### src/rtl/video_cfg_pkg.sv
// Shared command codes, FSM state encoding and decode helper for the video config controller.
`default_nettype none

package video_cfg_pkg;

  localparam logic [7:0] CMD_OSD         = 8'h01;
  localparam logic [7:0] CMD_CFG_SCAN    = 8'h10;
  localparam logic [7:0] CMD_CFG_VOLUME  = 8'h11;
  localparam logic [7:0] CMD_CFG_WIDE    = 8'h12;
  localparam logic [7:0] CMD_CFG_VBREGEN = 8'h13;

  typedef enum logic [2:0] {
    ST_IDLE    = 3'd0,
    ST_CMD     = 3'd1,
    ST_OSD     = 3'd2,
    ST_CFG     = 3'd3,
    ST_DISCARD = 3'd4
  } state_t;

  // 0x10..0x13 share the upper six bits; the low two bits select the field.
  function automatic logic is_cfg_cmd(input logic [7:0] b);
    return (b[7:2] == CMD_CFG_SCAN[7:2]);
  endfunction

endpackage

`default_nettype wire

### src/rtl/video_cfg_ctrl.sv
// MCU command decoder: forwards OSD byte streams and stages config values
// that are applied at the next vsync falling edge (volume ramps one step per frame).
`default_nettype none

module video_cfg_ctrl
  import video_cfg_pkg::*;
#(
  parameter logic [1:0] DEF_SCANLINES = 2'd0,
  parameter logic [1:0] DEF_VOLUME    = 2'd3,
  parameter logic       DEF_WIDE      = 1'b0,
  parameter logic       DEF_VBREGEN   = 1'b0
) (
  input  logic       clk,
  input  logic       reset,
  input  logic       mcu_start,
  input  logic       mcu_strobe,
  input  logic [7:0] mcu_data,
  input  logic       vs_in_n,
  output logic       osd_start,
  output logic       osd_strobe,
  output logic [7:0] osd_data,
  output logic [1:0] system_scanlines,
  output logic [1:0] system_volume,
  output logic       system_wide_screen,
  output logic       vblank_regenerate,
  output logic       cfg_pending
);

  state_t     state, state_nxt;
  logic [1:0] cfg_idx, cfg_idx_nxt;
  logic       cmd_byte, start_nxt, strobe_nxt, cfg_wr;

  logic [1:0] scan_stg, scan_stg_nxt;
  logic [1:0] vol_tgt, vol_tgt_nxt;
  logic       wide_stg, wide_stg_nxt;
  logic       vbr_stg, vbr_stg_nxt;

  logic       vs_dly;
  logic       frame_edge;

  assign frame_edge = vs_dly & ~vs_in_n;

  always_comb begin
    state_nxt   = state;
    cfg_idx_nxt = cfg_idx;
    start_nxt   = 1'b0;
    strobe_nxt  = 1'b0;
    cfg_wr      = 1'b0;
    // A strobe coinciding with mcu_start is the command byte of the new transfer.
    cmd_byte    = mcu_strobe && (mcu_start || state == ST_CMD);

    if (mcu_start) state_nxt = ST_CMD;

    if (cmd_byte) begin
      if (mcu_data == CMD_OSD) begin
        state_nxt = ST_OSD;
        start_nxt = 1'b1;
      end else if (is_cfg_cmd(mcu_data)) begin
        state_nxt   = ST_CFG;
        cfg_idx_nxt = mcu_data[1:0];
      end else begin
        state_nxt = ST_DISCARD;
      end
    end else if (mcu_strobe && !mcu_start) begin
      case (state)
        ST_OSD: strobe_nxt = 1'b1;
        ST_CFG: begin
          cfg_wr    = 1'b1;
          state_nxt = ST_DISCARD;
        end
        default: ;
      endcase
    end
  end

  always_comb begin
    scan_stg_nxt = scan_stg;
    vol_tgt_nxt  = vol_tgt;
    wide_stg_nxt = wide_stg;
    vbr_stg_nxt  = vbr_stg;
    if (cfg_wr) begin
      case (cfg_idx)
        2'd0:    scan_stg_nxt = mcu_data[1:0];
        2'd1:    vol_tgt_nxt  = mcu_data[1:0];
        2'd2:    wide_stg_nxt = mcu_data[0];
        default: vbr_stg_nxt  = mcu_data[0];
      endcase
    end
  end

  always_ff @(posedge clk) begin
    if (reset) begin
      state      <= ST_IDLE;
      cfg_idx    <= 2'd0;
      osd_start  <= 1'b0;
      osd_strobe <= 1'b0;
      osd_data   <= 8'h00;
    end else begin
      state      <= state_nxt;
      cfg_idx    <= cfg_idx_nxt;
      osd_start  <= start_nxt;
      osd_strobe <= strobe_nxt;
      if (strobe_nxt) osd_data <= mcu_data;
    end
  end

  // Applied values take the *next* staged value so a write on the edge cycle wins.
  always_ff @(posedge clk) begin
    if (reset) begin
      vs_dly             <= 1'b1;
      scan_stg           <= DEF_SCANLINES;
      vol_tgt            <= DEF_VOLUME;
      wide_stg           <= DEF_WIDE;
      vbr_stg            <= DEF_VBREGEN;
      system_scanlines   <= DEF_SCANLINES;
      system_volume      <= 2'd0;
      system_wide_screen <= DEF_WIDE;
      vblank_regenerate  <= DEF_VBREGEN;
    end else begin
      vs_dly   <= vs_in_n;
      scan_stg <= scan_stg_nxt;
      vol_tgt  <= vol_tgt_nxt;
      wide_stg <= wide_stg_nxt;
      vbr_stg  <= vbr_stg_nxt;
      if (frame_edge) begin
        system_scanlines   <= scan_stg_nxt;
        system_wide_screen <= wide_stg_nxt;
        vblank_regenerate  <= vbr_stg_nxt;
        if (system_volume < vol_tgt_nxt)      system_volume <= system_volume + 2'd1;
        else if (system_volume > vol_tgt_nxt) system_volume <= system_volume - 2'd1;
      end
    end
  end

  assign cfg_pending = (scan_stg != system_scanlines) || (vol_tgt != system_volume) ||
                       (wide_stg != system_wide_screen) || (vbr_stg != vblank_regenerate);

endmodule

`default_nettype wire

### config.mk
export PLATFORM = sky130hd
export DESIGN_NAME = video_cfg_ctrl
export DESIGN_NICKNAME = d
export VERILOG_FILES = /design/src/rtl/video_cfg_pkg.sv /design/src/rtl/video_cfg_ctrl.sv
export SDC_FILE = /design/constraint.sdc
export NUM_CORES = 1
export LEC_CHECK = 0
export ABC_AREA = 1
export CAP_MARGIN = 20
export CORE_AREA = 2 2 45 68
export CTS_CLUSTER_SIZE = 40
export DETAILED_ROUTE_END_ITERATION = 12
export DIE_AREA = 0 0 47 70
export PLACE_DENSITY = 0.81
export SLEW_MARGIN = 15
export SYNTH_ARGS = -nofsm -noshare
export SYNTH_HDL_FRONTEND = slang
export SYNTH_SLANG_ARGS = --single-unit
### constraint.sdc
create_clock -name clk -period 4 [get_ports clk]
set_input_delay 0.8 -clock clk [delete_from_list [all_inputs] [get_ports clk]]
set_output_delay 0.8 -clock clk [all_outputs]
set_load 0.01 [all_outputs]
==> results_dict.tcl, run 1 <==
set metrics [dict create \
    outcome "finished, final reports clean" \
    period_needed_ns 2.70 \
    syn_to_final_growth_pct 25.9 \
    stdcell_count 269 \
    crit_fanout 6 \
    postLayoutCoreUtil_pct 63.3 \
    cts_max_path_buffers 2 \
    fp.dieH_um 70 \
    vias 1280 \
    synth_edf_count 0 \
    synth_flop_cell "dfxtp_1" \
    tns_ns 0 \
    syn-num-nets 216 \
    clk_pin_slew_worst_paths_ns 0.09 \
    viasPerCell 4.76 \
    finalPower_uw 508 \
    synth_area_um2 1390 \
    synthSimpleGateAreaFrac_pct 31.0 \
    hold_violations 0 \
    wl_mm 2.74 \
    core_area_um2 2760 \
    layout_commonest_cell "nand2_1" \
    p_int_uw 384 \
    setup_viol 0 \
    cts_tree "yes" \
    dp_hpwl_mm 2.06 \
    cts.sinks 28 \
    wire_per_inst_um 10.2 \
    ys_ff_latch 28 \
    clock_skew_ns 0.00151 \
    synthAdderAreaFrac_pct 1.80 \
    critPathCaptureType "register" \
    numCtsBuffers 3 \
    powerDensity_nw_per_um2 290 \
    globalRouteOverflowTotal 0 \
    drive_above_1_share_pct 6.09 \
    n_antenna_cell 0 \
    drv_slew 0 \
    crit_arrival_ns 2.88 \
    grt_util_all_layers_pct 18.8 \
    worst_pin_slew_ns 0.599 \
    hold_path.class "reg2reg" \
    fp.dieW_um 47 \
    synth-xor-area-share_pct 2.52 \
    synth_compound_area_share_pct 13.2 \
    gp_congestion 0.831 \
    grt_pass1_vias 1145 \
    p_switching_uw 124 \
    cts_resized 0 \
    drv_cap 0 \
    worst-setup-path-type "in2reg" \
    p_leak_uw 0.000787 \
    synth_cells 201 \
    swShare_pct 24.4 \
    ir_drop_mv 0.229 \
    cts-htree-levels 1 \
    yosys_warnings 0 \
    clkLatencyLatePin_ns 0.27 \
    maxSlewHeadroom_pct 59.9 \
    synth_top_family_by_area "simple AND/OR/NAND/NOR gates" \
    grt_first_pass_wirelength_mm 4.65 \
    ctsHoldBuffers 0 \
    grt_max_degree 18 \
    cts_setup_buffers 0 \
    rsz0062_at_grt "no" \
    comb_power_share_pct 13.3 \
    num_rows 24 \
    placed_cells 266 \
    avgSynthCellArea_um2 6.91 \
    drtIter0Drc 33 \
    synthArstFlopShare_pct 0 \
    drc 0 \
    yosysSeqAreaShare_pct 40.4 \
    seqPwrFrac_pct 57.0 \
    cts-root-buf "clkbuf_8" \
    start_util_pct 50.3 \
    io_pins 30 \
    num-nets-final 247 \
    ant_nets 0 \
    dr.pass1.iters 4 \
    dieArea_um2 3290 \
    io_buffers 29 \
    final_cell_mix "nand2_1, inv_1, clkdlybuf4s50_1, dfxtp_1" \
    fmax_mhz 370 \
    power_frac_clock_pct 29.6 \
    synth_mux_area_share_pct 0 \
    startpoint_type "primary input" \
    synth_cell_type_count 24 \
    critPathRequiredTime_ns 4.18 \
    final.period_utilization_pct 67.5 \
    antenna_found_initial 0 \
]
==> per-stage QoR <==
| step | instance area, µm² | hold WS [ns] | setup slack [ns] |
|---|---|---|---|
| 3_5_place_dp | 1710 | 0.435 | 1.06 |
| 6_report | 1750 | 0.446 | 1.30 |
| 4_1_cts | 1750 | 0.449 | 1.33 |
| 5_1_grt | 1750 | 0.460 | 1.16 |
| 2_1_floorplan | 1390 | 0.465 | 1.75 |
| 3_3_place_gp | 1710 | 0.432 | 1.12 |
==> cell usage after synthesis, types with 3 or more instances <==
master	number	share of area, %
inv_1	35	9.5
dfxtp_1	28	40
nor3_1	3	1.1
nand3_1	11	4.0
a21oi_1	20	7.2
nand2_2	3	1.4
nand2_1	48	13
o21ai_0	12	4.3
nor2_1	20	5.4
==> area by class of cell <==
class / count / area (µm²)
fill: 275 / 1010
timing repair buffer: 29 / 290
sequential: 28 / 561
clock buffer: 3 / 41.3
multi-input combinational: 134 / 673
tap: 39 / 48.8
inverter: 36 / 135
==> cells by family (layout without fill, tap and decap cells) <==
kind of cell    Yosys count  in the layout
flops                    28             28
fa+ha+maj                 2              2
buf+inv                  39             68
compound gates           35             35
simple gates             93             93
xor+xnor                  4              4
==> sequential cells by signal (all words and copies together), names as in the netlist <==
name / count
osd_data: 8
state: 3
cfg_idx: 2
scan_stg: 2
system_scanlines: 2
system_volume: 2
vol_tgt: 2
osd_start: 1
osd_strobe: 1
system_wide_screen: 1
vblank_regenerate: 1
vbr_stg: 1
vs_dly: 1
wide_stg: 1
==> worst paths after layout <==
check	from	endpoint	slack, ns	depth (start not counted)
max	mcu_strobe	system_volume[1]	1.30	15
min	osd_data[0]	osd_data[0]	0.45	2
max reg2reg	state[2]	system_volume[1]	2.05	13
min reg2reg	osd_data[0]	osd_data[0]	0.45	2
==> layer usage <==
metal  share of wire [%]  GRT usage, %  vias to the layer above
met4                 2.1          7.41                        0
met1                  44          24.2                      575
met5                   0             0                        -
met2                  52          30.4                       18
met3                 2.3          2.33                        5
li1                    -             -                      682
==> critical path, cell delays in order <==
cell	delay [ns]
clkdlybuf4s50_1	0.50
inv_1	0.08
nor2_4	0.11
nand2_2	0.10
nor2_8	0.16
nand2_4	0.08
nand2_1	0.08
o21ai_2	0.06
ha_1	0.29
nand2_1	0.09
nand2_1	0.09
a21oi_1	0.24
nand3_1	0.10
nand2_1	0.07
nor2_1	0.04
==> power by group through the flow <==
stage          combinational [µW]  sequential [µW]  clock, µW
3_3_place_gp                 67.2              296          0
5_1_grt                      76.9              291        167
3_5_place_dp                 67.7              296          0
4_1_cts                      68.4              290        155
2_1_floorplan                36.2              297          0
6_report                     67.8              290        150
Note: power is estimated with default switching activity, not from simulation.
==> run 2: changes to the inputs <==
- CORE_AREA: 2 2 45 68 -> 2 2 49 74
- DIE_AREA: 0 0 47 70 -> 0 0 51 76
- PLACE_DENSITY: 0.81 -> 0.72
- clock period: 4 -> 2.3 ns (I/O delays scaled with it)
==> run 2 against run 1 <==
Effect of this change:
- non-clock buffer count grew 7
- final cell count grew 4.1%
- hold slack gained 0.0020 ns
- first-iteration DRC count grew 24%
- sequential power grew 74%
- clock-buffer cell count grew 1
- final area grew 4.5%
- largest cell class unchanged
- wire length grew 4.2%
==> results_dict.tcl, run 2 (same netlist as run 1, synthesis figures left out) <==
set metrics [dict create \
    drive_above_1_share_pct 10.5 \
    drc 0 \
    gp_congestion 0.795 \
    cts_max_path_buffers 2 \
    ir_drop_mv 0.353 \
    grt_pass1_vias 1274 \
    largest_register_ff_count 8 \
    drv_cap 0 \
    num-nets-final 254 \
    critPathMaxStageDelay_ns 0.47 \
    startpoint_type "primary input" \
    rrSetupSlack_ns 0.49 \
    p_leak_uw 0.000829 \
    postLayoutCoreUtil_pct 55.6 \
    ant_nets 0 \
    fmax_mhz 461 \
    globalRouteOverflowTotal 0 \
    crit_fanout 4 \
    cts.sinks 28 \
    period_needed_ns 2.17 \
    clk_pin_slew_worst_paths_ns 0.09 \
    critPathRequiredTime_ns 2.47 \
    final.period_utilization_pct 94.3 \
    viasPerCell 4.64 \
    min_path_cells 2 \
    fp.dieW_um 51 \
    dp_hpwl_mm 2.20 \
    layout_commonest_cell "nand2_1" \
    grt_max_degree 18 \
    grt_util_all_layers_pct 16.3 \
    antenna_found_initial 0 \
    powerDensity_nw_per_um2 510 \
    r2r_cells 13 \
    hold_path.class "reg2reg" \
    top_regs "osd_data (8), state (3)" \
    cts_setup_buffers 0 \
    drtIter0Drc 41 \
    wire_per_inst_um 10.2 \
    start_util_pct 42.3 \
    cts_tree "yes" \
    slowest_stage "clkdlybuf4s50_1" \
    io_buffers 29 \
    n_antenna_cell 0 \
    vias 1299 \
    clock_skew_ns 0.00408 \
    io_pins 30 \
    drv_slew 0 \
    outcome "finished, final reports clean" \
    setup_viol 0 \
    critPathCaptureType "register" \
    syn_to_final_growth_pct 31.6 \
    path_cells "clkdlybuf4s50_1 -> inv_1 -> nor2_4 -> nand2_2 -> nor2_8 -> nand2_4 -> nand2_1 -> o21ai_2 -> ha_1 -> nand2_2 -> nand2_2 -> a21oi_2 -> nand3_1 -> nand2_1 -> nor2_1" \
    cts-htree-levels 1 \
    clkLatencyLatePin_ns 0.27 \
    crit_top_cell "nand2_2" \
    hold_violations 0 \
    fp.dieH_um 76 \
    hp-start "osd_data[2]" \
    numCtsBuffers 3 \
    hold_end "osd_data[2]" \
    worst_pin_slew_ns 0.380 \
    maxSlewHeadroom_pct 74.7 \
    final_cell_mix "nand2_1, inv_1, clkdlybuf4s50_1, dfxtp_1, nor2_1" \
    dieArea_um2 3880 \
    crit_arrival_ns 2.34 \
    hold_slack_ns 0.448 \
    cts-root-buf "clkbuf_8" \
    worst-setup-path-type "in2reg" \
    core_area_um2 3290 \
    num_rows 26 \
    r2r-end "system_volume[1]" \
    grt_first_pass_wirelength_mm 5.01 \
    regMostFlops "osd_data" \
    reg2reg_from "state[2]" \
    dr.pass1.iters 4 \
    wl_mm 2.85 \
]
==> run 2: changes by cell type in the layout (fill, tap and decap cells not counted) <==
cell	delta
nand2_1	-2
a21oi_1	-1
clkbuf_8	+1
a21oi_2	+1
buf_4	+7
nand2_2	+2
==> run 2: worst max-delay path by stage <==
stage               slack [ns]               end  cells after the start       start
floorplan                 0.39  system_volume[1]                     14  mcu_strobe
global placement         -0.14  system_volume[1]                     15  mcu_strobe
detailed placement       -0.24  system_volume[1]                     15  mcu_strobe
CTS                       0.06  system_volume[1]                     15  mcu_strobe
global route            -0.005  system_volume[1]                     15  mcu_strobe
finish                    0.13  system_volume[1]                     15  mcu_strobe
==> run 2: area by class of cell <==
class	instances	area [µm²]
fill	327	1460
multi-input combinational	134	682
sequential	28	561
timing repair buffer	36	343
inverter	36	135
clock buffer	4	55.1
tap	42	52.6
==> run 2: report_power, final <==
part | leakage [µW] | internal (µW) | switching [µW]
Combinational | 0.000573 | 61.9 | 65.4
Clock | 0.0000288 | 153 | 148
Sequential | 0.000227 | 495 | 8.63
Total | 0.000829 | 710 | 222
==> run 2: critical path: cells and delay by family <==
family | cells | cell delay [ns]
AO/OA/AOI/OAI | 2 | 0.25
adder cells (fa/ha/maj) | 1 | 0.30
buffers and inverters | 2 | 0.53
AND/OR/NAND/NOR | 10 | 0.79
==> run 2: per-layer routing <==
metal	vias up	part of all wire [%]	global-route usage (%)
met1	577	43	17.8
met5	-	0	0
li1	704	-	-
met4	0	1.2	7.03
met3	2	2.1	2.35
met2	16	53	30.0
==> run 2: what timing repair did <==
item / CTS / global route
resized for setup: 0 / 3
hold buffers: 0 / 0
endpoints found under the setup margin: 0 / 1
==> run 2: through the flow <==
step	TNS [ns]	instance area [µm²]	instances	power [µW]	worst slack [ns]
finish	0	1830	280	932	0.130
global route	-0.00470	1830	280	978	-0.00470
CTS	0	1820	280	948	0.0565
detailed placement	-0.382	1760	276	642	-0.240
global placement	-0.199	1760	276	641	-0.141
floorplan	0	1390	201	580	0.387
==> run 3: changes to the inputs <==
- MAX_ROUTING_LAYER: unset -> met4
- SKIP_LAST_GASP: unset -> 1
==> run 3 against run 2 <==
Effect of this change:
- hold slack is essentially flat
- sequential share of layout area unchanged
- die area did not move
- core utilization unchanged
- wire length up 0.25%
- global-route usage rose by 0.44 points
- register-to-register slack hardly changed
- final area did not move
- flip-flop and latch count did not move
- combinational power barely moved
- clock skew about the same
- non-clock buffer count is the same
- critical endpoint unchanged
- largest power group unchanged
- highest routed layer unchanged
==> results_dict.tcl, run 3 (same netlist as run 1, synthesis figures left out) <==
set metrics [dict create \
    outcome "finished, final reports clean" \
    worst_pin_slew_ns 0.380 \
    grt_max_degree 18 \
    endpoint "system_volume[1]" \
    num_rows 26 \
    dieArea_um2 3880 \
    r2r-end "system_volume[1]" \
    cts-htree-levels 1 \
    cts-root-buf "clkbuf_8" \
    num-nets-final 254 \
    critPathCaptureType "register" \
    worst-setup-path-type "in2reg" \
    fp.dieH_um 76 \
    crit_arrival_ns 2.35 \
    clkLatencyLatePin_ns 0.27 \
    hold_violations 0 \
    wire_per_inst_um 10.2 \
    hold_path.class "reg2reg" \
    fmax_mhz 460 \
    postLayoutCoreUtil_pct 55.6 \
    dp_hpwl_mm 2.20 \
    drive_above_1_share_pct 10.5 \
    r2r_cells 13 \
    layout_commonest_cell "nand2_1" \
    cts.sinks 28 \
    clk_pin_slew_worst_paths_ns 0.09 \
    top_regs "osd_data (8), state (3)" \
    hold_slack_ns 0.448 \
    fill_cells 327 \
    grt_first_pass_wirelength_mm 5.01 \
    syn_to_final_growth_pct 31.6 \
    final_cell_mix "nand2_1, inv_1, clkdlybuf4s50_1, dfxtp_1, nor2_1" \
    cts_max_path_buffers 2 \
    drv_cap 0 \
    period_needed_ns 2.17 \
    multi_input_area_um2 682 \
    finalPower_uw 932 \
    setup_viol 0 \
    dr.pass1.iters 4 \
    drc 0 \
    core_area_um2 3290 \
    startpoint_type "primary input" \
    io_buffers 29 \
    reg2reg_from "state[2]" \
    drv_slew 0 \
    cts_tree "yes" \
    ant_nets 0 \
    startpoint "mcu_strobe" \
    largest_register_ff_count 8 \
    n_antenna_cell 0 \
    io_pins 30 \
    final-seq-area_um2 561 \
    start_util_pct 42.3 \
    viasPerCell 4.64 \
    critPathRequiredTime_ns 2.47 \
    ir_drop_mv 0.353 \
    fp.dieW_um 51 \
    clock_skew_ns 0.00407 \
    drtIter0Drc 41 \
    rrSetupSlack_ns 0.48 \
    globalRouteOverflowTotal 0 \
    antenna_found_initial 0 \
    powerDensity_nw_per_um2 510 \
    gp_congestion 0.806 \
    crit_fanout 4 \
    wl_mm 2.86 \
    p_leak_uw 0.000829 \
    regMostFlops "osd_data" \
    maxSlewHeadroom_pct 74.6 \
    numCtsBuffers 3 \
    final.period_utilization_pct 94.4 \
    vias 1300 \
    grt_util_all_layers_pct 16.8 \
    grt_pass1_vias 1275 \
]
[run 3: cell counts in the layout (fill, tap and decap cells not counted)]
Identical to the previous run, type by type.
[run 3: worst min-delay path by stage]
stage / from / cells past startpoint / to
after global routing: osd_data[4] / 2 / osd_data[4]
after global placement: osd_data[2] / 2 / osd_data[2]
final: osd_data[2] / 2 / osd_data[2]
after CTS: osd_data[0] / 2 / osd_data[0]
after floorplan: cfg_idx[0] / 2 / cfg_idx[0]
after detailed placement: osd_data[0] / 2 / osd_data[0]
[run 3: routing by layer]
| metal | wire length (µm) | global-route usage [%] | vias up |
|---|---|---|---|
| met5 | 0 | - | - |
| met4 | 34 | 7.03 | 0 |
| met3 | 61 | 2.35 | 2 |
| met2 | 1530 | 30.0 | 16 |
| met1 | 1240 | 17.8 | 580 |
| li1 | - | - | 702 |
[run 3: cell type report]
class                      count  share of cell area, %
multi-input combinational    134                   37.3
sequential                    28                   30.7
timing repair buffer          36                   18.8
inverter                      36                   7.39
clock buffer                   4                   3.01
tap                           42                   2.87
[run 3: stage by stage]
| step | cell area [µm²] | TNS, ns | worst slack, ns | instances |
|---|---|---|---|---|
| 2_1_floorplan | 1390 | 0 | 0.387 | 201 |
| 3_3_place_gp | 1760 | -0.199 | -0.141 | 276 |
| 3_5_place_dp | 1760 | -0.382 | -0.240 | 276 |
| 4_1_cts | 1820 | 0 | 0.0565 | 280 |
| 5_1_grt | 1830 | -0.00469 | -0.00469 | 280 |
| 6_report | 1830 | 0 | 0.128 | 280 |
[run 3: repair_timing]
action	CTS	global route
resized for setup	0	3
buffers inserted	0	0
hold buffers	0	0
setup endpoints to repair	0	1
hold endpoints to repair	0	0
[run 3: worst max-delay path, cell delays in order]
cell             delay, ns
clkdlybuf4s50_1       0.47
inv_1                 0.06
nor2_4                0.10
nand2_2               0.09
nor2_8                0.10
nand2_4               0.07
nand2_1               0.08
o21ai_2               0.07
ha_1                  0.30
nand2_2               0.09
nand2_2               0.07
a21oi_2               0.18
nand3_1               0.09
nand2_1               0.06
nor2_1                0.04
[run 3: power by group]
group | total, µW | leakage (µW) | internal (µW) | switching (µW)
Combinational | 127 | 0.000573 | 61.9 | 65.5
Clock | 301 | 0.0000288 | 153 | 148
Sequential | 504 | 0.000227 | 495 | 8.62
Total | 932 | 0.000829 | 710 | 222
==> patch, RTL diff (config.mk and constraints of run 1) <==
Reset style: asynchronous (`reset`), changed in 2 clocked blocks.
--- a/src/rtl/video_cfg_ctrl.sv
+++ b/src/rtl/video_cfg_ctrl.sv
@@ -88,7 +88,7 @@
     end
   end
 
-  always_ff @(posedge clk) begin
+  always_ff @(posedge clk or posedge reset) begin
     if (reset) begin
       state      <= ST_IDLE;
       cfg_idx    <= 2'd0;
@@ -105,7 +105,7 @@
   end
 
   // Applied values take the *next* staged value so a write on the edge cycle wins.
-  always_ff @(posedge clk) begin
+  always_ff @(posedge clk or posedge reset) begin
     if (reset) begin
       vs_dly             <= 1'b1;
       scan_stg           <= DEF_SCANLINES;
Check against the original RTL: differs if reset is asserted again (counterexample within 4 cycles, from zero or initial values and one cycle with reset high); with reset held inactive, the same outputs for 10 cycles.
==> patch against run 1 <==
  * Cell count fell by 8.9%
  * Worst setup slack improved by 0.21 ns
  * Sequential cell count stayed put
  * Critical path type is now reg2out
  * Routed wire length is 7.1% higher
  * Synthesized area shrank 0.81%
  * Design area is 1.2% higher
  * Sequential share of layout area is 7.7 points higher
Power is not compared: it rests on default switching activity, and its combinational part moved more than twofold at a synthesized area within 25%.
==> patch: results (changes against run 1) <==
IO buf count=29 (unchanged); CTS clk-pin slew, worst paths=0.09 ns (about the same); routability congestion estimate=0.8479 (+2.0%); worst-skew pair later-pin latency=0.27 ns (about the same); Final Hold Viols=0 (unchanged); vias in the first global route=1273 (+11%); fillers=246 (-11%); VDD IR-drop max=0.2832 mV; asr flop ratio synth=100.0% (+100 points); Num CTS Buffers=3 (unchanged); maxcap violations=0 (unchanged); Antenna Nets Post-Route=0 (unchanged); yosys warns=0 (unchanged); Synth area leaders=dfrtp_1 (45%), nand2_1 (20%), dfstp_2 (5.7%); synth unique cells=22 (-8.3%); sequential cell area fraction in the yosys report=51.14% (+11 points); largest registers=osd_data x8, state x3; top cells by count, synth=nand2_1 (75), dfrtp_1 (25), inv_1 (20); status=finished, final reports clean; CTS resizes=0 (unchanged); worst-margin pin slew=0.5372 ns (-0.06169 ns); DRT iter0 DRCs=25 (-24%); nets=222 (-10%); CTS H-tree lvls=1 (unchanged); pre-CTS WS=1.208 ns (+0.1526 ns); global-route met1 utilization=22.60% (-1.6 points); first-pass GRT wire length=5037 um (+8.3%); synthesized-area fraction occupied by adder cells=1.817% (+0.015 points); Lkg Pwr=0.9255 nW; total track usage=20.68% (+1.9 points); met3 usage=3.101% (+0.78 points); share of cells above drive strength 1=7.282% (+1.2 points); Min-Delay Path Class=reg2reg; Post-Synth XOR/XNOR Area=3.179% (+0.66 points); antenna violations before repair=0 (unchanged); Root Buffer=clkbuf_8; Synth Flop Type=dfrtp_1; crit-path max FO=4 (-2); Net Count, Synth=189 (-13%); Worst Clk Skew=0.001467 ns (-0.00004640 ns); CP arrival=1.69 ns (-1.19 ns); worst min-delay path startpoint=osd_data[7]; Max Root-Sink Buffers=2 (unchanged); diode count=0 (unchanged); Critical Path Start=system_scanlines[1]; pin count of the biggest net entering global routing=29 (+11); grt met2 use=35.92% (+5.5 points); Detailed Routing Iterations Pass 1=4 (unchanged); start of the worst register-to-register path=state[2]; WL/cell=11.96 um (+18%); Detail Placement HPWL=2262 um (+10%); Post-CTS Setup Bufs=0 (unchanged); post-synthesis compound-gate area fraction=6.903% (-6.3 points); Switching Share=30.55%; post-synthesis mux area share=0% (unchanged); Via density=4.951 (+4.0%)
==> patch: worst max-delay path, cell delays in order (launching register included) <==
cell,delay [ns]
dfrtp_1,0.41
or2_2,0.30
a21oi_1,0.15
nand3_1,0.08
clkdlybuf4s50_1,0.48
==> patch: path summary, 6_finish.rpt <==
check	to	slack, ns	cells after the start
worst max register to register	system_volume[1]	2.03	15
worst max-delay path	cfg_pending	1.51	4
worst min-delay path	osd_data[7]	0.49	2
worst min register to register	osd_data[7]	0.49	2
min in group asynchronous	vblank_regenerate	0.80	2
max in group asynchronous	osd_strobe	2.78	3
==> patch: metal layers <==
metal / wire, um / up-vias
li1: - / 597
met2: 1618 / 23
met1: 1125 / 584
met5: 0 / -
met3: 83 / 9
met4: 102 / 0
==> patch: through the flow <==
step	power (mW)	cell area (um^2)	hold slack, ns	instances
final	0.6918	1770	0.4891	245
after global routing	0.7309	1770	0.5263	245
after CTS	0.6987	1755	0.4950	244
after detailed placement	0.5222	1700	0.4648	240
after global placement	0.5087	1700	0.4659	240
after floorplan	0.4450	1378	0.4906	174
==> patch: layout make-up <==
cell class	instances	area, um^2	share of cell area [%]
sequential	28	704.4	39.79
multi-input combinational	123	578.1	32.65
timing repair buffer	30	305.3	17.24
inverter	21	78.83	4.452
clock buffer	4	55.05	3.110
tap	39	48.80	2.756
==> patch: power groups by stage <==
stage	sequential [mW]	clock [mW]	combinational, mW
after global placement	0.341	0	0.168
final	0.339	0.175	0.178
after floorplan	0.346	0	0.0992
after detailed placement	0.344	0	0.178
after CTS	0.339	0.181	0.179
after global routing	0.343	0.188	0.200
==> patch: logic make-up after synthesis <==
kind of cell / after synthesis
compound gates: 16
xor+xnor: 5
fa+ha+maj: 2
buf+inv: 23
flops: 28
simple gates: 100
